<file path="config.mk">
export PLATFORM = sky130hd
export DESIGN_NAME = ofdm_tx_stream_scheduler
export DESIGN_NICKNAME = d
export VERILOG_FILES = /design/src/rtl/ofdm_tx_pkg.sv /design/src/rtl/ofdm_tx_rr_arbiter.sv /design/src/rtl/ofdm_tx_stream_scheduler.sv
export SDC_FILE = /design/constraint.sdc
export NUM_CORES = 1
export LEC_CHECK = 0
export CORE_ASPECT_RATIO = 0.75
export CORE_UTILIZATION = 36
export CTS_BUF_LIST = sky130_fd_sc_hd__clkbuf_4 sky130_fd_sc_hd__clkbuf_8
export DETAILED_ROUTE_END_ITERATION = 10
export GPL_TIMING_DRIVEN = 0
export PLACE_DENSITY = 0.83
export SLEW_MARGIN = 15
export SYNTH_ARGS = -nofsm -noshare
export SYNTH_HDL_FRONTEND = slang
export SYNTH_SLANG_ARGS = --single-unit
</file>
<file path="constraint.sdc">
create_clock -name aclk -period 2.1 [get_ports aclk]
set_input_delay 0.42 -clock aclk [delete_from_list [all_inputs] [get_ports aclk]]
set_output_delay 0.42 -clock aclk [all_outputs]
set_load 0.02 [all_outputs]
</file>
<file path="src/rtl/ofdm_tx_pkg.sv">
// rtl/ofdm_tx_pkg.sv - shared state, grant and counter-width definitions for the OFDM TX scheduler
package ofdm_tx_pkg;

    typedef enum logic [1:0] {
        ST_IDLE = 2'd0,
        ST_XFER = 2'd1,
        ST_GAP  = 2'd2
    } sched_state_t;

    typedef logic grant_t;

    localparam grant_t GRANT_S00 = 1'b0;
    localparam grant_t GRANT_S01 = 1'b1;

    localparam int MAX_SYMBOL_WORDS_DEF = 32;

    // Counter width able to hold 0..n-1; never narrower than one bit.
    function automatic int cnt_width(input int n);
        return (n > 1) ? $clog2(n) : 1;
    endfunction

    localparam int BEAT_CNT_W = cnt_width(MAX_SYMBOL_WORDS_DEF);

    typedef logic [BEAT_CNT_W-1:0] beat_cnt_t;

endpackage

</file>
<file path="src/rtl/ofdm_tx_rr_arbiter.sv">
// rtl/ofdm_tx_rr_arbiter.sv - two-request round-robin arbiter evaluated at packet boundaries
module ofdm_tx_rr_arbiter
    import ofdm_tx_pkg::*;
(
    input  logic [1:0] req,
    input  grant_t     last_grant,
    output grant_t     grant,
    output logic       grant_valid
);

    always_comb begin
        grant_valid = |req;
        grant       = GRANT_S00;
        if (req == 2'b11) begin
            grant = ~last_grant;
        end else if (req[1]) begin
            grant = GRANT_S01;
        end
    end

endmodule

</file>
<file path="src/rtl/ofdm_tx_stream_scheduler.sv">
// rtl/ofdm_tx_stream_scheduler.sv - merges preamble/pilot and payload streams into packets for the OFDM modulator
module ofdm_tx_stream_scheduler
    import ofdm_tx_pkg::*;
#(
    parameter int C_AXIS_TDATA_WIDTH = 32,
    parameter int C_MAX_SYMBOL_WORDS = MAX_SYMBOL_WORDS_DEF,
    parameter int C_GAP_CYCLES       = 4
) (
    input  logic                          aclk,
    input  logic                          aresetn,
    input  logic                          enable,

    input  logic                          s00_axis_tvalid,
    output logic                          s00_axis_tready,
    input  logic [C_AXIS_TDATA_WIDTH-1:0] s00_axis_tdata,
    input  logic                          s00_axis_tlast,

    input  logic                          s01_axis_tvalid,
    output logic                          s01_axis_tready,
    input  logic [C_AXIS_TDATA_WIDTH-1:0] s01_axis_tdata,
    input  logic                          s01_axis_tlast,

    output logic                          m00_axis_tvalid,
    input  logic                          m00_axis_tready,
    output logic [C_AXIS_TDATA_WIDTH-1:0] m00_axis_tdata,
    output logic                          m00_axis_tlast,

    output logic                          busy,
    output logic [15:0]                   frame_count,
    output logic                          overlength_err
);

    localparam int CNT_W = cnt_width(C_MAX_SYMBOL_WORDS);
    localparam int GAP_W = cnt_width(C_GAP_CYCLES);
    localparam logic [CNT_W-1:0] BEAT_LAST = CNT_W'(C_MAX_SYMBOL_WORDS - 1);
    localparam logic [GAP_W-1:0] GAP_LAST  = GAP_W'((C_GAP_CYCLES > 0) ? C_GAP_CYCLES - 1 : 0);

    sched_state_t     state;
    grant_t           grant;
    grant_t           last_grant;
    grant_t           arb_grant;
    logic             arb_valid;
    logic [CNT_W-1:0] beat_cnt;
    logic [GAP_W-1:0] gap_cnt;
    logic             in_xfer;
    logic             src_tvalid;
    logic             src_tlast;
    logic             hs;

    ofdm_tx_rr_arbiter u_arbiter (
        .req         ({s01_axis_tvalid, s00_axis_tvalid}),
        .last_grant  (last_grant),
        .grant       (arb_grant),
        .grant_valid (arb_valid)
    );

    // The granted source is steered straight through; only XFER opens the path.
    always_comb begin
        in_xfer         = (state == ST_XFER);
        src_tvalid      = (grant == GRANT_S01) ? s01_axis_tvalid : s00_axis_tvalid;
        src_tlast       = (grant == GRANT_S01) ? s01_axis_tlast  : s00_axis_tlast;
        m00_axis_tdata  = (grant == GRANT_S01) ? s01_axis_tdata  : s00_axis_tdata;
        m00_axis_tvalid = in_xfer & src_tvalid;
        m00_axis_tlast  = in_xfer & (src_tlast | (beat_cnt == BEAT_LAST));
        s00_axis_tready = in_xfer & (grant == GRANT_S00) & m00_axis_tready;
        s01_axis_tready = in_xfer & (grant == GRANT_S01) & m00_axis_tready;
        hs              = m00_axis_tvalid & m00_axis_tready;
    end

    always_ff @(posedge aclk or negedge aresetn) begin
        if (!aresetn) begin
            state          <= ST_IDLE;
            grant          <= GRANT_S00;
            last_grant     <= GRANT_S01;
            beat_cnt       <= '0;
            gap_cnt        <= '0;
            frame_count    <= '0;
            overlength_err <= 1'b0;
            busy           <= 1'b0;
        end else begin
            case (state)
                ST_IDLE: begin
                    if (enable && arb_valid) begin
                        grant    <= arb_grant;
                        beat_cnt <= '0;
                        state    <= ST_XFER;
                        busy     <= 1'b1;
                    end
                end
                ST_XFER: begin
                    if (hs) begin
                        beat_cnt <= beat_cnt + CNT_W'(1);
                        if (m00_axis_tlast) begin
                            frame_count <= frame_count + 16'd1;
                            last_grant  <= grant;
                            gap_cnt     <= '0;
                            // Truncated packet: the rest of the source packet is re-arbitrated later.
                            if (!src_tlast) begin
                                overlength_err <= 1'b1;
                            end
                            if (C_GAP_CYCLES == 0) begin
                                state <= ST_IDLE;
                                busy  <= 1'b0;
                            end else begin
                                state <= ST_GAP;
                            end
                        end
                    end
                end
                ST_GAP: begin
                    gap_cnt <= gap_cnt + GAP_W'(1);
                    if (gap_cnt == GAP_LAST) begin
                        state <= ST_IDLE;
                        busy  <= 1'b0;
                    end
                end
                default: begin
                    state <= ST_IDLE;
                    busy  <= 1'b0;
                end
            endcase
        end
    end

endmodule
</file>
==> key figures, run 1 <==
Global routing
  • Tot GR Track Use: 22.1%
  • First-pass GRT wire length: 8.51 mm
  • Initial antenna violation count: 0
  • GR Overflow Total: 0
  • Largest net degree at the start of global routing: 30
  • Vias in the first global route: 1723

STA
  • Crit path time final: 2050 ps
  • Final hold slack: 158 ps
  • Final Hold Viols: 0
  • Setup violators final: 0
  • Worst Skew: 6.67 ps
  • Slew Viols, Final: 0
  • Period utilization: 97.8%
  • Worst slew margin: 56.9%
  • Final Worst Setup Slack: 45.7 ps
  • Fmax: 487 MHz
  • Actual slew at the worst max-slew pin: 647 ps
  • Sum Neg Setup Slack: 0 ps

Cells and area
  • Nets: 371
  • Fillers: 354
  • Antenna diodes: 0
  • Final core utilization: 70.5%
  • Post-Layout Cell Count: 353
  • Share of layout cells above drive strength 1: 21.3%
  • Final instance area: 3220 sq um
  • Area growth syn-to-layout: 83.6%

Routing
  • Vias: 1754
  • Routed len/inst: 15.8 microns
  • Starting DRC count in detailed routing: 75
  • DR pass1 iterations: 4
  • Final WL: 5.58 mm
  • Via density: 4.97
  • DRT antenna net count: 0
  • # DRC: 0

Floorplan
  • Initial Util: 38.4%
  • Rows: 21
  • Num ports: 126
  • Core area: 4570 sq um
  • Die H: 62.5 microns
  • Die area: 5160 sq um
  • Die Wd: 82.6 microns

Power
  • Maximum vdd drop: 0.625 mV
  • PwrDens: 979 nW/um^2
  • Leak: 1.38 nW
  • Pwr Total: 3.16 mW

Setup path
  • Worst reg-to-reg setup slack: 200 ps
  • Crit end category: output pin
  • Critical Path RT: 1680 ps
  • FF-to-FF End: frame_count[1]
  • CP Data Arrival Time: 1630 ps
  • Kind of cell adding the most delay to the critical path: buffers and inverters
  • Cells on worst reg2reg path: 7
  • CP Cell Sequence: buf_6, clkbuf_8, mux2_2, dlygate4sd2_1
  • Delay of the slowest cell on the worst path: 400 ps
  • Slowest cell on crit path: dfrtp_2
  • Crit path kind: reg -> out
  • Critical path launch point type: flop
  • Launching point of the worst reg2reg path: beat_cnt[0]
  • CP Buf/Inv Count: 3
  • Crit Path Max Fanout: 10
  • Worst path depth: 4

Placed design
  • Hpwl dp: 4.37 mm
  • Port Buffer Count: 125
  • Placer congestion estimate: 0.763
  • DP Area: 3070 sq um
  • Placement Setup Slack: -283 ps
  • Placed instance count: 342

Synth
  • Yosys warnings: 0
  • Synthesized cell area: 1760 sq um
  • Seq/Total Area, Yosys: 41.4%
  • Gate Count Post-Synth: 160
  • Post-synth cell types: 30
  • Number of synthesized register bits: 29
  • Mapped Nets: 236
  • Post-Syn Area per Cell: 11.0 sq um

Job
  • Max Cap Viol: 0

Hold path
  • HP Class: in -> async

Run status
  • Status: finished clean

Clocking
  • Hold-fix buffers, CTS: 0
  • Root Driver: clkbuf_8
  • Clk sinks: 29
  • Reg clk slew, reported paths: 70 ps
  • H-tree depth: 2
  • Clk_lat worst skew: 280 ps
  • CTS buffer count: 5
  • CTS tree: yes
  • Longest Clk Path Bufs: 2
[worst register-to-register path, delay by kind of cell, from the launching register on]
kind	cells	cell delay, ps
AO/OA/AOI/OAI	1	240
AND/OR/NAND/NOR	1	170
buffers and inverters	2	300
multiplexers	1	350
flip-flops	1	380
adder cells (fa/ha/maj)	2	340
[state kept, by name (all words and copies together) (netlist names)]
register        flops
beat_cnt            5
busy                1
frame_count        16
gap_cnt             2
grant               1
last_grant          1
overlength_err      1
state               2
[how the worst max path moves through the flow]
stage | from | endpoint | slack, ps
after detailed placement | grant | m00_axis_tdata[18] | -280
after floorplan | beat_cnt[0] | frame_count[1] | 380
after CTS | grant | m00_axis_tdata[25] | 3
after global placement | grant | m00_axis_tdata[6] | -270
after global routing | grant | m00_axis_tdata[22] | -3
final | grant | m00_axis_tdata[20] | 50
[cell usage after synthesis, drive strengths merged]
library cell | count | area (sq um)
a21oi | 1 | 5.00
xnor2 | 14 | 123
a22o | 2 | 17.5
and4 | 1 | 8.76
nor2 | 9 | 33.8
dfrtp | 28 | 701
a211oi | 1 | 12.5
or2 | 2 | 12.5
mux2i | 2 | 20.0
and3 | 9 | 56.3
dfstp | 1 | 26.3
nand4 | 7 | 43.8
nand3b | 2 | 15.0
nand2b | 2 | 12.5
o21ai | 6 | 30.0
a21o | 2 | 15.0
mux2 | 36 | 405
ha | 4 | 50.1
a21boi | 1 | 7.51
clkbuf | 4 | 15.0
xor2 | 2 | 17.5
nand3 | 5 | 25.0
nor2b | 2 | 12.5
o22ai | 1 | 6.26
and2 | 1 | 6.26
buf | 3 | 22.5
o32a | 1 | 10.0
nand2 | 8 | 30.0
o21a | 1 | 7.51
inv | 2 | 7.51
[cell usage in the layout (no fill, tap or decap), types with 2 or more instances in the layout]
cell type,synthesis,final
a22o_1,2,2
nor2_1,9,9
nand3b_1,2,2
inv_1,2,2
a21o_1,2,2
clkdlybuf4s50_1,0,88
ha_1,4,3
dfrtp_1,28,27
xor2_1,2,2
o21ai_0,6,6
mux2_2,36,36
buf_6,0,2
nand4_1,7,7
nor2b_1,2,2
or2_2,2,2
clkinv_2,0,2
clkdlybuf4s15_1,0,24
nand2b_1,2,2
nand2_1,8,8
xnor2_1,14,14
nand3_1,5,5
dlygate4sd2_1,0,11
buf_4,3,5
and3_1,9,9
clkbuf_8,0,8
[what timing repair did]
action | 4_1_cts | 5_1_grt
pin swaps | 0 | 0
cloned | 1 | 0
hold endpoints to repair | 0 | 0
buffers inserted | 1 | 1
gates resized for setup | 61 | 20
setup endpoints to repair | 36 | 28
[routing by layer]
metal | wire length (microns) | track usage (%)
met4 | 180 | 9.48
met3 | 434 | 5.99
met1 | 2170 | 25.3
met2 | 2790 | 38.2
met5 | 0 | 0
[logic make-up after synthesis]
family,Yosys count,synth area share (%)
multiplexers,38,24.2
XOR/XNOR,16,7.98
flip-flops,29,41.4
adder cells (fa/ha/maj),4,2.85
AO/OA/AOI/OAI,16,6.34
AND/OR/NAND/NOR,48,14.6
buffers and inverters,9,2.57
[layout make-up]
class	count	area (sq um)	share of cell area, %
sequential	29	728	22.6
buffer	7	71.3	2.21
inverter	2	7.51	0.233
clock buffer	6	76.3	2.37
timing repair buffer	128	1260	39.0
tap	57	71.3	2.21
clock inverter	2	10.0	0.311
multi-input combinational	122	1000	31.1
[power by group]
group	switching [mW]	total, mW	internal, mW
logic	0.899	1.88	0.982
registers	0.125	0.822	0.698
clock network	0.212	0.454	0.242
total	1.24	3.16	1.92
Power figures use the tool's default switching activity.
==> run 2: changes to the inputs <==
Settings changed: SETUP_SLACK_MARGIN set to 0.1.
==> key figures, run 2 (same netlist as run 1, synthesis figures left out) <==
Run status
  • Status: finished clean

Power
  • PwrDens: 990 nW/um^2
  • Leak: 1.40 nW
  • Share of power burned in the clock network: 14.0%
  • Flop pwr share: 25.3%
  • Maximum vdd drop: 0.625 mV
  • Switching share of power: 39.0%
  • Combinational power share: 60.7%
  • NetSw: 1.26 mW
  • Internal: 1.98 mW

STA
  • Final Hold Viols: 0
  • Crit path time final: 2000 ps
  • Period utilization: 95.0%
  • Fmax: 501 MHz
  • Worst slew margin: 56.9%
  • Worst Skew: 6.10 ps
  • Actual slew at the worst max-slew pin: 646 ps
  • Final Worst Setup Slack: 105 ps
  • Slew Viols, Final: 0
  • Setup violators final: 0
  • Final hold slack: 157 ps
  • Unrepaired setup endpoints after global routing: true

Clocking
  • H-tree depth: 2
  • Longest Clk Path Bufs: 2
  • CTS tree: yes
  • Hold-fix buffers, CTS: 0
  • CTS buffer count: 5
  • Clk_lat worst skew: 280 ps
  • Clk sinks: 29
  • Reg clk slew, reported paths: 60 ps
  • Root Driver: clkbuf_8

Setup path
  • Critical path launch point type: flop
  • Slowest cell on crit path: dfrtp_1
  • Kind of cell adding the most delay to the critical path: buffers and inverters
  • Launching point of the worst reg2reg path: state[1]
  • CP Buf/Inv Count: 3
  • CP Data Arrival Time: 1580 ps
  • CP Cell Sequence: buf_6, clkbuf_8, mux2_2, clkdlybuf4s15_2
  • Worst reg-to-reg setup slack: 220 ps
  • Crit Path Max Fanout: 10
  • Delay of the slowest cell on the worst path: 360 ps
  • Crit path kind: reg -> out
  • Critical path launch point: grant
  • Critical Path RT: 1680 ps
  • Crit end category: output pin

Floorplan
  • Rows: 21
  • Initial Util: 38.4%
  • Die Wd: 82.6 microns
  • Die H: 62.5 microns
  • Die area: 5160 sq um
  • Core area: 4570 sq um
  • Num ports: 126

Routing
  • # DRC: 0
  • DRT antenna net count: 0
  • Vias: 1797
  • DR pass1 iterations: 4
  • Starting DRC count in detailed routing: 74
  • Via density: 5.02
  • Final WL: 5.71 mm
  • Routed len/inst: 15.9 microns

Placed design
  • Placement Setup Slack: -283 ps
  • Placer congestion estimate: 0.763
  • Hpwl dp: 4.37 mm
  • Port Buffer Count: 125

Global routing
  • Initial antenna violation count: 0
  • Largest net degree at the start of global routing: 30
  • GR Overflow Total: 0
  • First-pass GRT wire length: 8.50 mm
  • Tot GR Track Use: 22.2%
  • Vias in the first global route: 1713

Cells and area
  • Multi-input gate area: 1040 sq um
  • Most common cell after layout, fill and taps aside: clkdlybuf4s50_1
  • FF+latch area: 727 sq um
  • Max reg flops: 16
  • Nets: 376
  • Biggest register: frame_count
  • Share of layout cells above drive strength 1: 33.6%
  • Top Registers: frame_count x16, beat_cnt x5
  • Antenna diodes: 0
  • Commonest cells after routing, fill and taps aside: clkdlybuf4s50_1, mux2_2, dfrtp_1, clkdlybuf4s15_2, xnor2_1
  • Fillers: 353
  • Area growth syn-to-layout: 86.4%

Hold path
  • HP Class: in -> async

Job
  • Max Cap Viol: 0
==> run 2: cell types whose count changed in the layout (fill, tap and decap cells not counted), sizes merged <==
cell	change
clkdlybuf4s15	-8
buf	+13
dlygate4sd2	-5
clkbuf	+5
==> run 2: path summary, 6_finish.rpt <==
check | endpoint | depth (start not counted)
setup / recovery | m00_axis_tdata[8] | 4
hold / removal | frame_count[14] | 1
setup reg to reg | frame_count[1] | 6
hold reg to reg | frame_count[15] | 1
max in group asynchronous | beat_cnt[3] | 1
min in group aclk | frame_count[15] | 1
==> run 2: timing repair <==
item,CTS,global route
endpoints found under the setup margin,36,28
pin swaps,1,2
gates resized for setup,105,25
setup buffers,2,6
==> run 2: final cells by class <==
cell class,count,area share (%)
clock buffers,6,2.33
clock inverters,2,0.306
plain buffers,7,2.52
repair buffers,133,38.2
inverters,2,0.306
well taps,57,2.18
multi-input cells,122,31.9
flip-flops and latches,29,22.2
==> run 2: power by group through the flow <==
stage	clock (mW)	combinational [mW]	sequential, mW
floorplan	0	1.03	0.856
global placement	0	1.84	0.816
detailed placement	0	1.87	0.820
CTS	0.462	1.90	0.815
global route	0.490	2.10	0.839
finish	0.454	1.97	0.818
==> run 2: metrics by stage <==
step | cell area (sq um) | utilization (%) | setup TNS, ps | std cells | total power, mW
3_5_place_dp | 3070 | 67.2 | -6810 | 342 | 2.69
6_report | 3270 | 71.6 | 0 | 358 | 3.24
4_1_cts | 3230 | 70.7 | 0 | 352 | 3.17
3_3_place_gp | 3080 | 67.3 | -6580 | 342 | 2.65
5_1_grt | 3270 | 71.6 | 0 | 358 | 3.43
2_1_floorplan | 1760 | - | 0 | 160 | 1.88
==> run 2: layer usage <==
layer  part of all wire [%]  wire length [microns]  up-vias  global-route usage [%]
met5                      0                      0        -                       0
li1                       -                      -      859                       -
met1                     39                   2210      861                    25.2
met4                    2.6                    149        0                    9.05
met2                     51                   2930       66                    38.6
met3                    7.2                    413       11                    6.28
==> run 3: changes to the inputs <==
Settings changed: SKIP_CTS_REPAIR_TIMING set to 1.
==> key figures, run 3 (same netlist as run 1, synthesis figures left out) <==
Floorplan
  • Core area: 4570 sq um
  • Initial Util: 38.4%
  • Num ports: 126
  • Rows: 21
  • Die H: 62.5 microns
  • Die area: 5160 sq um
  • Die Wd: 82.6 microns

STA
  • Actual slew at the worst max-slew pin: 644 ps
  • Crit path time final: 1970 ps
  • Final hold slack: 156 ps
  • Final Hold Viols: 0
  • Slew Viols, Final: 0
  • Sum Neg Setup Slack: 0 ps
  • Fmax: 507 MHz
  • Worst Skew: 6.25 ps
  • Unrepaired setup endpoints after global routing: true
  • Worst slew margin: 57.0%
  • Period utilization: 93.9%
  • Setup violators final: 0
  • Final Worst Setup Slack: 129 ps

Placed design
  • Hpwl dp: 4.37 mm
  • Port Buffer Count: 125
  • Placer congestion estimate: 0.763
  • DP Area: 3070 sq um
  • Placed instance count: 342
  • Placement Setup Slack: -283 ps

Clocking
  • Reg clk slew, reported paths: 60 ps
  • Longest Clk Path Bufs: 2
  • CTS buffer count: 5
  • CTS tree: yes
  • Root Driver: clkbuf_8
  • H-tree depth: 2
  • Clk_lat worst skew: 280 ps
  • Clk sinks: 29

Cells and area
  • Antenna diodes: 0
  • Area growth syn-to-layout: 88.8%
  • Final instance area: 3310 sq um
  • Commonest cells after routing, fill and taps aside: clkdlybuf4s50_1, mux2_2, dfrtp_1, dlymetal6s2s_1, xnor2_1
  • Biggest register: frame_count
  • Post-Layout Cell Count: 356
  • Max reg flops: 16
  • Most common cell after layout, fill and taps aside: clkdlybuf4s50_1
  • Nets: 374
  • Top Registers: frame_count x16, beat_cnt x5
  • Final core utilization: 72.5%
  • Share of layout cells above drive strength 1: 26.8%

Power
  • Leak: 1.61 nW
  • PwrDens: 985 nW/um^2
  • Maximum vdd drop: 0.626 mV
  • Pwr Total: 3.27 mW

Setup path
  • Critical Path RT: 1680 ps
  • Critical path launch point type: flop
  • Crit Path Max Fanout: 10
  • CP Data Arrival Time: 1550 ps
  • Crit end category: output pin
  • Crit path kind: reg -> out

Routing
  • DRT antenna net count: 0
  • Routed len/inst: 16.3 microns
  • DR pass1 iterations: 4
  • Via density: 5.01
  • # DRC: 0
  • Final WL: 5.81 mm
  • Vias: 1785
  • Starting DRC count in detailed routing: 77

Job
  • Max Cap Viol: 0

Global routing
  • Vias in the first global route: 1685
  • Largest net degree at the start of global routing: 30
  • Initial antenna violation count: 0
  • GR Overflow Total: 0
  • Tot GR Track Use: 21.5%
  • First-pass GRT wire length: 8.28 mm

Run status
  • Status: finished clean

Hold path
  • HP Class: in -> async
[run 3: cell types whose count changed in the layout (fill, tap and decap cells not counted), moves of 3 or more]
cell and delta:
buf_2 -7, clkbuf_2 +4, dlygate4sd2_1 -6, clkdlybuf4s15_2 -16
buf_4 -3, dlymetal6s2s_1 +25
[run 3: critical path, cell delays in order (launching register included)]
cell and delay, ps:
dfrtp_1 390, buf_6 140, buf_12 110, buf_12 120, mux2_2 340, clkbuf_2 160
[run 3: final timing paths]
path	from	end	slack, ps	depth (start not counted)
worst max-delay path	grant	m00_axis_tdata[6]	130	5
worst min-delay path	aresetn	frame_count[14]	160	1
worst max register to register	state[1]	frame_count[1]	190	6
worst min register to register	frame_count[15]	frame_count[15]	480	1
max in group asynchronous	aresetn	gap_cnt[1]	1510	1
min in group aclk	frame_count[15]	frame_count[15]	480	1
[run 3: where the power goes]
| part | total [mW] | switching, mW | internal [mW] |
|---|---|---|---|
| clock network | 0.451 | 0.209 | 0.242 |
| registers | 0.828 | 0.133 | 0.696 |
| logic | 1.99 | 0.920 | 1.07 |
| total | 3.27 | 1.26 | 2.00 |
[run 3: final cells by class]
| cell class | count | area (sq um) |
|---|---|---|
| repair buffers | 131 | 1310 |
| well taps | 57 | 71.3 |
| inverters | 2 | 7.51 |
| clock inverters | 2 | 10.0 |
| fillers | 344 | 1260 |
| plain buffers | 7 | 72.6 |
| clock buffers | 6 | 76.3 |
| flip-flops and latches | 29 | 727 |
| multi-input cells | 122 | 1040 |
[run 3: layer usage]
layer | track usage, % | vias to the layer above | share of wire (%)
met5 | 0 | - | 0
li1 | - | 853 | -
met4 | 9.27 | 0 | 3.1
met1 | 24.8 | 849 | 39
met3 | 5.99 | 15 | 7.3
met2 | 36.7 | 68 | 51
